==> config.mk <==
export PLATFORM = sky130hd
export DESIGN_NAME = adc_spi_responder
export DESIGN_NICKNAME = d
export VERILOG_FILES = /design/src/rtl/adc_spi_responder.sv
export SDC_FILE = /design/constraint.sdc
export NUM_CORES = 1
export LEC_CHECK = 0
export BUFFER_PORTS_ARGS = -buffer_cell sky130_fd_sc_hd__clkbuf_2
export CORE_ASPECT_RATIO = 0.6
export CORE_MARGIN = 5
export CORE_UTILIZATION = 25
export CTS_CLUSTER_SIZE = 28
export DETAILED_ROUTE_END_ITERATION = 8
export PLACE_DENSITY = 0.42
export SLEW_MARGIN = 5
export SYNTH_ARGS = -nofsm -noshare
export SYNTH_HDL_FRONTEND = slang
export SYNTH_SLANG_ARGS = --single-unit
export TNS_END_PERCENT = 5
==> constraint.sdc <==
create_clock -name clk -period 2.55 [get_ports clk]
set_input_delay 0.51 -clock clk [delete_from_list [all_inputs] [get_ports clk]]
set_output_delay 0.51 -clock clk [all_outputs]
set_load 0.05 [all_outputs]
==> src/rtl/adc_spi_responder.sv <==
// rtl/adc_spi_responder.sv - AD7928-style 8-channel 12-bit ADC SPI slave emulator
// Optional build macro: ADC_RESP_CODING_EN (honours the CODING bit, ctrl_reg[4])
module adc_spi_responder #(
    parameter int NUM_CH      = 8,
    parameter int DATA_W      = 12,
    parameter int SYNC_STAGES = 2,
    parameter int RESET_ADDR  = 0
) (
    input  logic                     clk,
    input  logic                     reset_n,
    input  logic                     spi_cs_n,
    input  logic                     spi_sclk,
    input  logic                     spi_din,
    output logic                     spi_dout,
    output logic                     spi_dout_oe,
    input  logic [NUM_CH*DATA_W-1:0] ch_data,
    output logic [15:0]              ctrl_reg,
    output logic                     frame_done,
    output logic                     frame_err
);

    // Control word after reset: WEN=0, address RESET_ADDR, PM=11, RANGE/CODING=11
    localparam logic [15:0] CTRL_RST =
        {1'b0, 2'b00, 3'(RESET_ADDR), 2'b11, 2'b00, 2'b11, 4'h0};
    localparam logic [DATA_W-1:0] SIGN_BIT = {1'b1, {(DATA_W-1){1'b0}}};
    localparam logic [4:0] FRAME_BITS = 5'd16;

    typedef enum logic [1:0] {
        ST_IDLE,
        ST_SHIFT,
        ST_DONE
    } state_t;

    state_t state;
    state_t state_nxt;

    logic [SYNC_STAGES-1:0] cs_sync;
    logic [SYNC_STAGES-1:0] sclk_sync;
    logic [SYNC_STAGES-1:0] din_sync;
    logic                   cs_q;
    logic                   sclk_q;

    logic cs_s;
    logic sclk_s;
    logic din_s;
    logic cs_fall;
    logic cs_rise;
    logic sclk_rise;
    logic sclk_fall;

    logic [15:0]       shift_tx;
    logic [15:0]       shift_rx;
    logic [4:0]        bit_cnt;
    logic              fall_pend;
    logic              start;
    logic              wr_ctrl;

    logic [2:0]        cur_addr;
    logic [DATA_W-1:0] samp;
    logic              addr_ok;
    logic [DATA_W-1:0] data_field;
    logic [15:0]       tx_word;

    // Synchronise the SPI pins; the cs_n chain resets low so that a frame
    // already running when reset is released never produces a falling edge.
    always_ff @(posedge clk or negedge reset_n) begin
        if (!reset_n) begin
            cs_sync   <= '0;
            sclk_sync <= '0;
            din_sync  <= '0;
            cs_q      <= 1'b0;
            sclk_q    <= 1'b0;
        end else begin
            cs_sync   <= {cs_sync[SYNC_STAGES-2:0], spi_cs_n};
            sclk_sync <= {sclk_sync[SYNC_STAGES-2:0], spi_sclk};
            din_sync  <= {din_sync[SYNC_STAGES-2:0], spi_din};
            cs_q      <= cs_sync[SYNC_STAGES-1];
            sclk_q    <= sclk_sync[SYNC_STAGES-1];
        end
    end

    // Edge strobes from the synchronised level against its delayed copy
    always_comb begin
        cs_s      = cs_sync[SYNC_STAGES-1];
        sclk_s    = sclk_sync[SYNC_STAGES-1];
        din_s     = din_sync[SYNC_STAGES-1];
        cs_fall   = cs_q & ~cs_s;
        cs_rise   = ~cs_q & cs_s;
        sclk_rise = ~sclk_q & sclk_s;
        sclk_fall = sclk_q & ~sclk_s;
    end

    // Select the sample for the address held in the control register
    always_comb begin
        cur_addr = ctrl_reg[12:10];
        samp     = '0;
        addr_ok  = 1'b0;
        for (int k = 0; k < NUM_CH; k++) begin
            if (cur_addr == 3'(k)) begin
                samp    = ch_data[k*DATA_W +: DATA_W];
                addr_ok = 1'b1;
            end
        end
    end

    // Build the outgoing frame: leading zero, echoed address, data field
    always_comb begin
        data_field = '0;
        if (addr_ok) begin
`ifdef ADC_RESP_CODING_EN
            data_field = ctrl_reg[4] ? samp : (samp ^ SIGN_BIT);
`else
            data_field = samp;
`endif
        end
        tx_word = {1'b0, cur_addr, data_field};
    end

    // Frame state register
    always_ff @(posedge clk or negedge reset_n) begin
        if (!reset_n) begin
            state <= ST_IDLE;
        end else begin
            state <= state_nxt;
        end
    end

    // Next-state and frame-status outputs
    always_comb begin
        state_nxt   = state;
        start       = 1'b0;
        spi_dout_oe = 1'b0;
        frame_done  = 1'b0;
        frame_err   = 1'b0;
        wr_ctrl     = 1'b0;
        case (state)
            ST_IDLE: begin
                if (cs_fall || fall_pend) begin
                    start     = 1'b1;
                    state_nxt = ST_SHIFT;
                end
            end
            ST_SHIFT: begin
                spi_dout_oe = 1'b1;
                if (cs_rise) begin
                    state_nxt = ST_DONE;
                end
            end
            ST_DONE: begin
                if (bit_cnt == FRAME_BITS) begin
                    frame_done = 1'b1;
                    wr_ctrl    = shift_rx[15];
                end else begin
                    frame_err  = 1'b1;
                end
                state_nxt = ST_IDLE;
            end
            default: begin
                state_nxt = ST_IDLE;
            end
        endcase
    end

    // Shift registers, bit counter and DOUT; a cs_n edge in the same clk as
    // an sclk edge takes priority and the sclk edge is dropped.
    always_ff @(posedge clk or negedge reset_n) begin
        if (!reset_n) begin
            shift_tx  <= '0;
            shift_rx  <= '0;
            bit_cnt   <= '0;
            spi_dout  <= 1'b0;
            fall_pend <= 1'b0;
        end else begin
            fall_pend <= (state == ST_DONE) && cs_fall;
            case (state)
                ST_IDLE: begin
                    bit_cnt  <= '0;
                    spi_dout <= 1'b0;
                    if (start) begin
                        shift_tx <= tx_word;
                        shift_rx <= '0;
                        spi_dout <= tx_word[15];
                    end
                end
                ST_SHIFT: begin
                    if (cs_rise) begin
                        spi_dout <= 1'b0;
                    end else begin
                        if (sclk_rise) begin
                            shift_rx <= {shift_rx[14:0], din_s};
                            if (bit_cnt != 5'd31) begin
                                bit_cnt <= bit_cnt + 5'd1;
                            end
                        end
                        if (sclk_fall) begin
                            shift_tx <= {shift_tx[14:0], 1'b0};
                            spi_dout <= shift_tx[14];
                        end
                    end
                end
                ST_DONE: begin
                    spi_dout <= 1'b0;
                end
                default: begin
                    spi_dout <= 1'b0;
                end
            endcase
        end
    end

    // Control register: only a complete 16-bit frame with WEN set updates it
    always_ff @(posedge clk or negedge reset_n) begin
        if (!reset_n) begin
            ctrl_reg <= CTRL_RST;
        end else if (wr_ctrl) begin
            ctrl_reg <= shift_rx;
        end
    end

endmodule

# == Yosys cells after proc, flatten, opt, wreduce, memory -nomap -nowiden ==
# Index checks and enable logic that the tools add are counted.
# totals
regBits,64
latchBits,0
mem_bits_rw,0
rom_bits,0
in_bits,101
output_inout_bits,20
word_cells,93
mem_count,0
# op_classes
add_sub_neg,1
n_mul,0
div_mod_pow,0
n_lt_le_gt_ge,0
n_eq_ne,19
n_shift,0
muxes,44
bitwise_logic,8
n_reduce_logical,9
# op_table
op,count
$mux 12,9
$mux 16,3
$mux 15,3
$pmux 16 s2,1
$pmux 15 s2,1
$mux 1,20
$mux 5,3
$ne 2x2->1 const B,7
$eq 3x3->1 const B,4
$reduce_and 4->1,3
$pmux 5 s2,1
$eq 3x2->1 const B,2
$add 5x1->5 const B,1
$eq 5x5->1 const B,1
$ne 5x5->1 const B,1
$and 1x1->1,4
$mux 2,2
$not 1->1,4
$pmux 2 s2,1
$eq 3x1->1 const B,1
$logic_not 3->1,1
$ne 3x3->1 const B,1
$eq 2x1->1 const B,1
$eq 2x2->1 const B,1
5 further kinds,5

# == Logic depth before layout (Yosys ltp) ==
# logic_depth
ltp_word,12
depth_mapped,8
depth_no_buf,6

# == Worst setup path after synthesis ==
# Ideal clock, no wire load.
# synth_path
kind,register to register
start,reg bit_cnt[0]
end,reg ctrl_reg[7]
arrival_time_ps,2404
required_time_ps,2422
setup_slack_ps,18
stages_incl_launch_ff,8
n_path_buf,1
cell_sequence,dfrtp_1 > inv_1 > ha_1 > nor4bb_1 > nor2b_1 > nand2_2 > buf_2 > mux2_1
# synth_via
elab_chain_cells,3
# synth_lines
item,line_no,text
from (decl),53,logic [4:0] bit_cnt;
from (signal assigned),192,bit_cnt <= bit_cnt + 5'd1;
$eq 5x5->1,150,if (bit_cnt == FRAME_BITS) begin
$mux 1,150,
$mux 1,136,case (state)
to (signal assigned),216,ctrl_reg <= shift_rx;
to (decl),17,"output logic [15:0] ctrl_reg,"
# Every way passes these cells.
# A chain may end at the register's enable or synchronous reset.

# == Final worst setup path ==
# layout_path
start,reg ctrl_reg[11]
end,out ctrl_reg[11]
# No word-level cell between the ends.

==> flow_summary.yaml <==
placed_design:
  place.gp.congestion: 0.810
  place_hpwl_um: 7720
  placed_cell_area_um2: 4550
  port_buffers: 120
  post-place-ws_ns: 0.381
layout:
  layout-drive-gt1-share_pct: 40.0
  ff_latch_area_um2: 1610
  final.fill_count: 1554
  fin_area_um2: 4860
  finalNetCount: 571
  final_core_util_pct: 32.0
  antenna_cells: 0
  synthToLayoutAreaGrowth_pct: 26.9
  multi_input_area_um2: 1880
drt:
  top_layer: "met4"
  wl_met2_um: 4670
  ant_nets: 0
  wl_met1_um: 5010
  dr_wl_met3_um: 551
  viasPerCell: 4.50
  wl_per_cell_um: 15.3
  drt-pass1-iter-count: 4
  drc: 0
  dr.first_iter.drc_count: 97
  vias: 3036
  totalWireLength_um: 10300
grt:
  grt_pass1_vias: 3151
  gr-total-overflow: 0
  grt_use_total_pct: 11.6
  grt_max_degree: 48
  grt_pass1_wl_um: 16700
  antenna_found_initial: 0
yosys:
  synth_cell_type_count: 49
  yosysSeqAreaShare_pct: 42.0
  ys.warnings.count: 0
  synth_enable_flop_cells: 0
  syn_nets: 454
  postSynthAreaPerCell_um2: 10.9
  async_flop_share_pct: 100
  synthTopCellsByCount: "60 x dfrtp_1, 51 x mux2i_1, 38 x nand2_1, 22 x inv_1, 18 x nor2_1"
  netlist.area_leader.share_pct: 39.2
  ys.flop_type: "dfrtp_1"
  yosysMostFrequentCell: "dfrtp_1"
  synth_cells: 350
  synthTopCellsByArea: "dfrtp_1 39%, mux2i_1 13%, mux4_2 5.3%, mux2_2 4.4%, nand2_1 3.7%"
  synth_area_leader_cell: "dfrtp_1"
  syn_area_um2: 3830
  synth_seq_cells: 64
critical_path:
  worst-r2r-cell-count: 5
  crit_required_ns: 2.04
  worstReg2RegEnd: "shift_tx[1]"
  crit_end: "ctrl_reg[11]"
  crit_path_max_fanout: 16
  end_kind: "output pin"
  cp-startpoint: "ctrl_reg[11]"
  critPathKind: "reg2out"
  startpoint_type: "flop"
  r2r-start: "ctrl_reg[11]"
  r2r_setup_slack_ns: 0.41
  arrival_ns: 1.86
timing:
  fin_crit_ns: 2.37
  clock_skew_ns: 0.00775
  final.period_utilization_pct: 92.8
  drv_slew: 0
  rsz0062_at_grt: "no"
  tightest_slew_ns: 0.841
  timing.hold.ws_ns: 0.198
  setup_viol: 0
  max_freq_ghz: 0.423
  fin_ws_ns: 0.184
  slew_headroom_pct: 44.0
  final.setup.tns_ns: 0
  hold_viol: 0
die:
  die_area_um2: 18000
  coreArea_um2: 15200
  start_util_pct: 25.2
  die_width_um: 170
  die-height_um: 106
  std_cell_rows: 35
  ios: 121
pwr:
  peakVddDrop_mv: 0.397
  leakage_nw: 2.18
  cellPowerDensity_nw_per_um2: 729
status:
  outcome: "finished clean"
clocking:
  cts_post_setup_buffers_inserted: 0
  cts_root_buf: "clkbuf_16"
  numCtsBuffers: 9
  htree_levels: 3
  cts-hold-fix-buffers: 0
  cts_tree: "built"
  cts_sinks: 64
  insertion_delay_ns: 0.33
  clockBufferDepth: 2
  clk_pin_slew_ns: 0.06
  cts_resized: 0
hold_path:
  hp-class: "in2async"
run:
  maxCapViolCount: 0
per-layer routing:
layer,vias to the layer above,track usage [%]
met5,-,0
met4,0,2.13
met3,11,3.52
met2,65,18.1
met1,1462,16.1
li1,1498,-
critical path: stages, from the launching register on:
cell and delay (ns):
dfrtp_1 0.89, buf_4 0.34, clkbuf_2 0.31
cells in the final DEF, fill, tap and decap left out, types with 8 or more instances in the layout:
| cell type | count |
|---|---|
| nand2b_1 | 10 |
| mux4_2 | 9 |
| buf_4 | 11 |
| nor2_1 | 18 |
| o22ai_1 | 10 |
| a21oi_1 | 14 |
| mux2_2 | 15 |
| mux2i_1 | 51 |
| clkbuf_2 | 119 |
| clkbuf_16 | 9 |
| inv_1 | 22 |
| dfrtp_1 | 59 |
| a211o_1 | 8 |
| nand2_1 | 38 |
cell type report:
class | instances | share of cell area (%)
tap | 203 | 5.23
multi-input combinational | 236 | 38.7
inverter | 23 | 1.88
clock buffer | 12 | 5.07
clock inverter | 4 | 1.11
timing repair buffer | 133 | 14.9
sequential | 64 | 33.1
cells by family after synthesis:
logic type	Yosys count	share of synthesized area (%)
mux	79	24.2
compound gates	67	13.0
buf+inv	50	9.05
flops	64	42.0
simple gates	87	10.8
fa+ha+maj	3	0.980
per-stage QoR:
step / instances / power [mW]
after floorplan: 350 / 2.06
after global placement: 659 / 2.33
after detailed placement: 659 / 2.33
after CTS: 675 / 3.60
after global routing: 675 / 3.78
final: 675 / 3.54
report_power, final:
part / total, mW / switching [mW] / internal (mW)
clock network: 1.24 / 0.450 / 0.786
logic: 0.976 / 0.548 / 0.428
registers: 1.33 / 0.136 / 1.19
worst min path at each step:
| stage | from | end | slack [ns] | cells past startpoint |
|---|---|---|---|---|
| global route | reset_n | shift_tx[8] | 0.23 | 1 |
| CTS | reset_n | shift_tx[8] | 0.21 | 1 |
| detailed placement | din_sync[0] | din_sync[1] | 0.33 | 0 |
| floorplan | reset_n | bit_cnt[0] | 0.21 | 0 |
| global placement | din_sync[0] | din_sync[1] | 0.33 | 0 |
| finish | reset_n | shift_tx[8] | 0.20 | 1 |
Power figures use the tool's default switching activity.
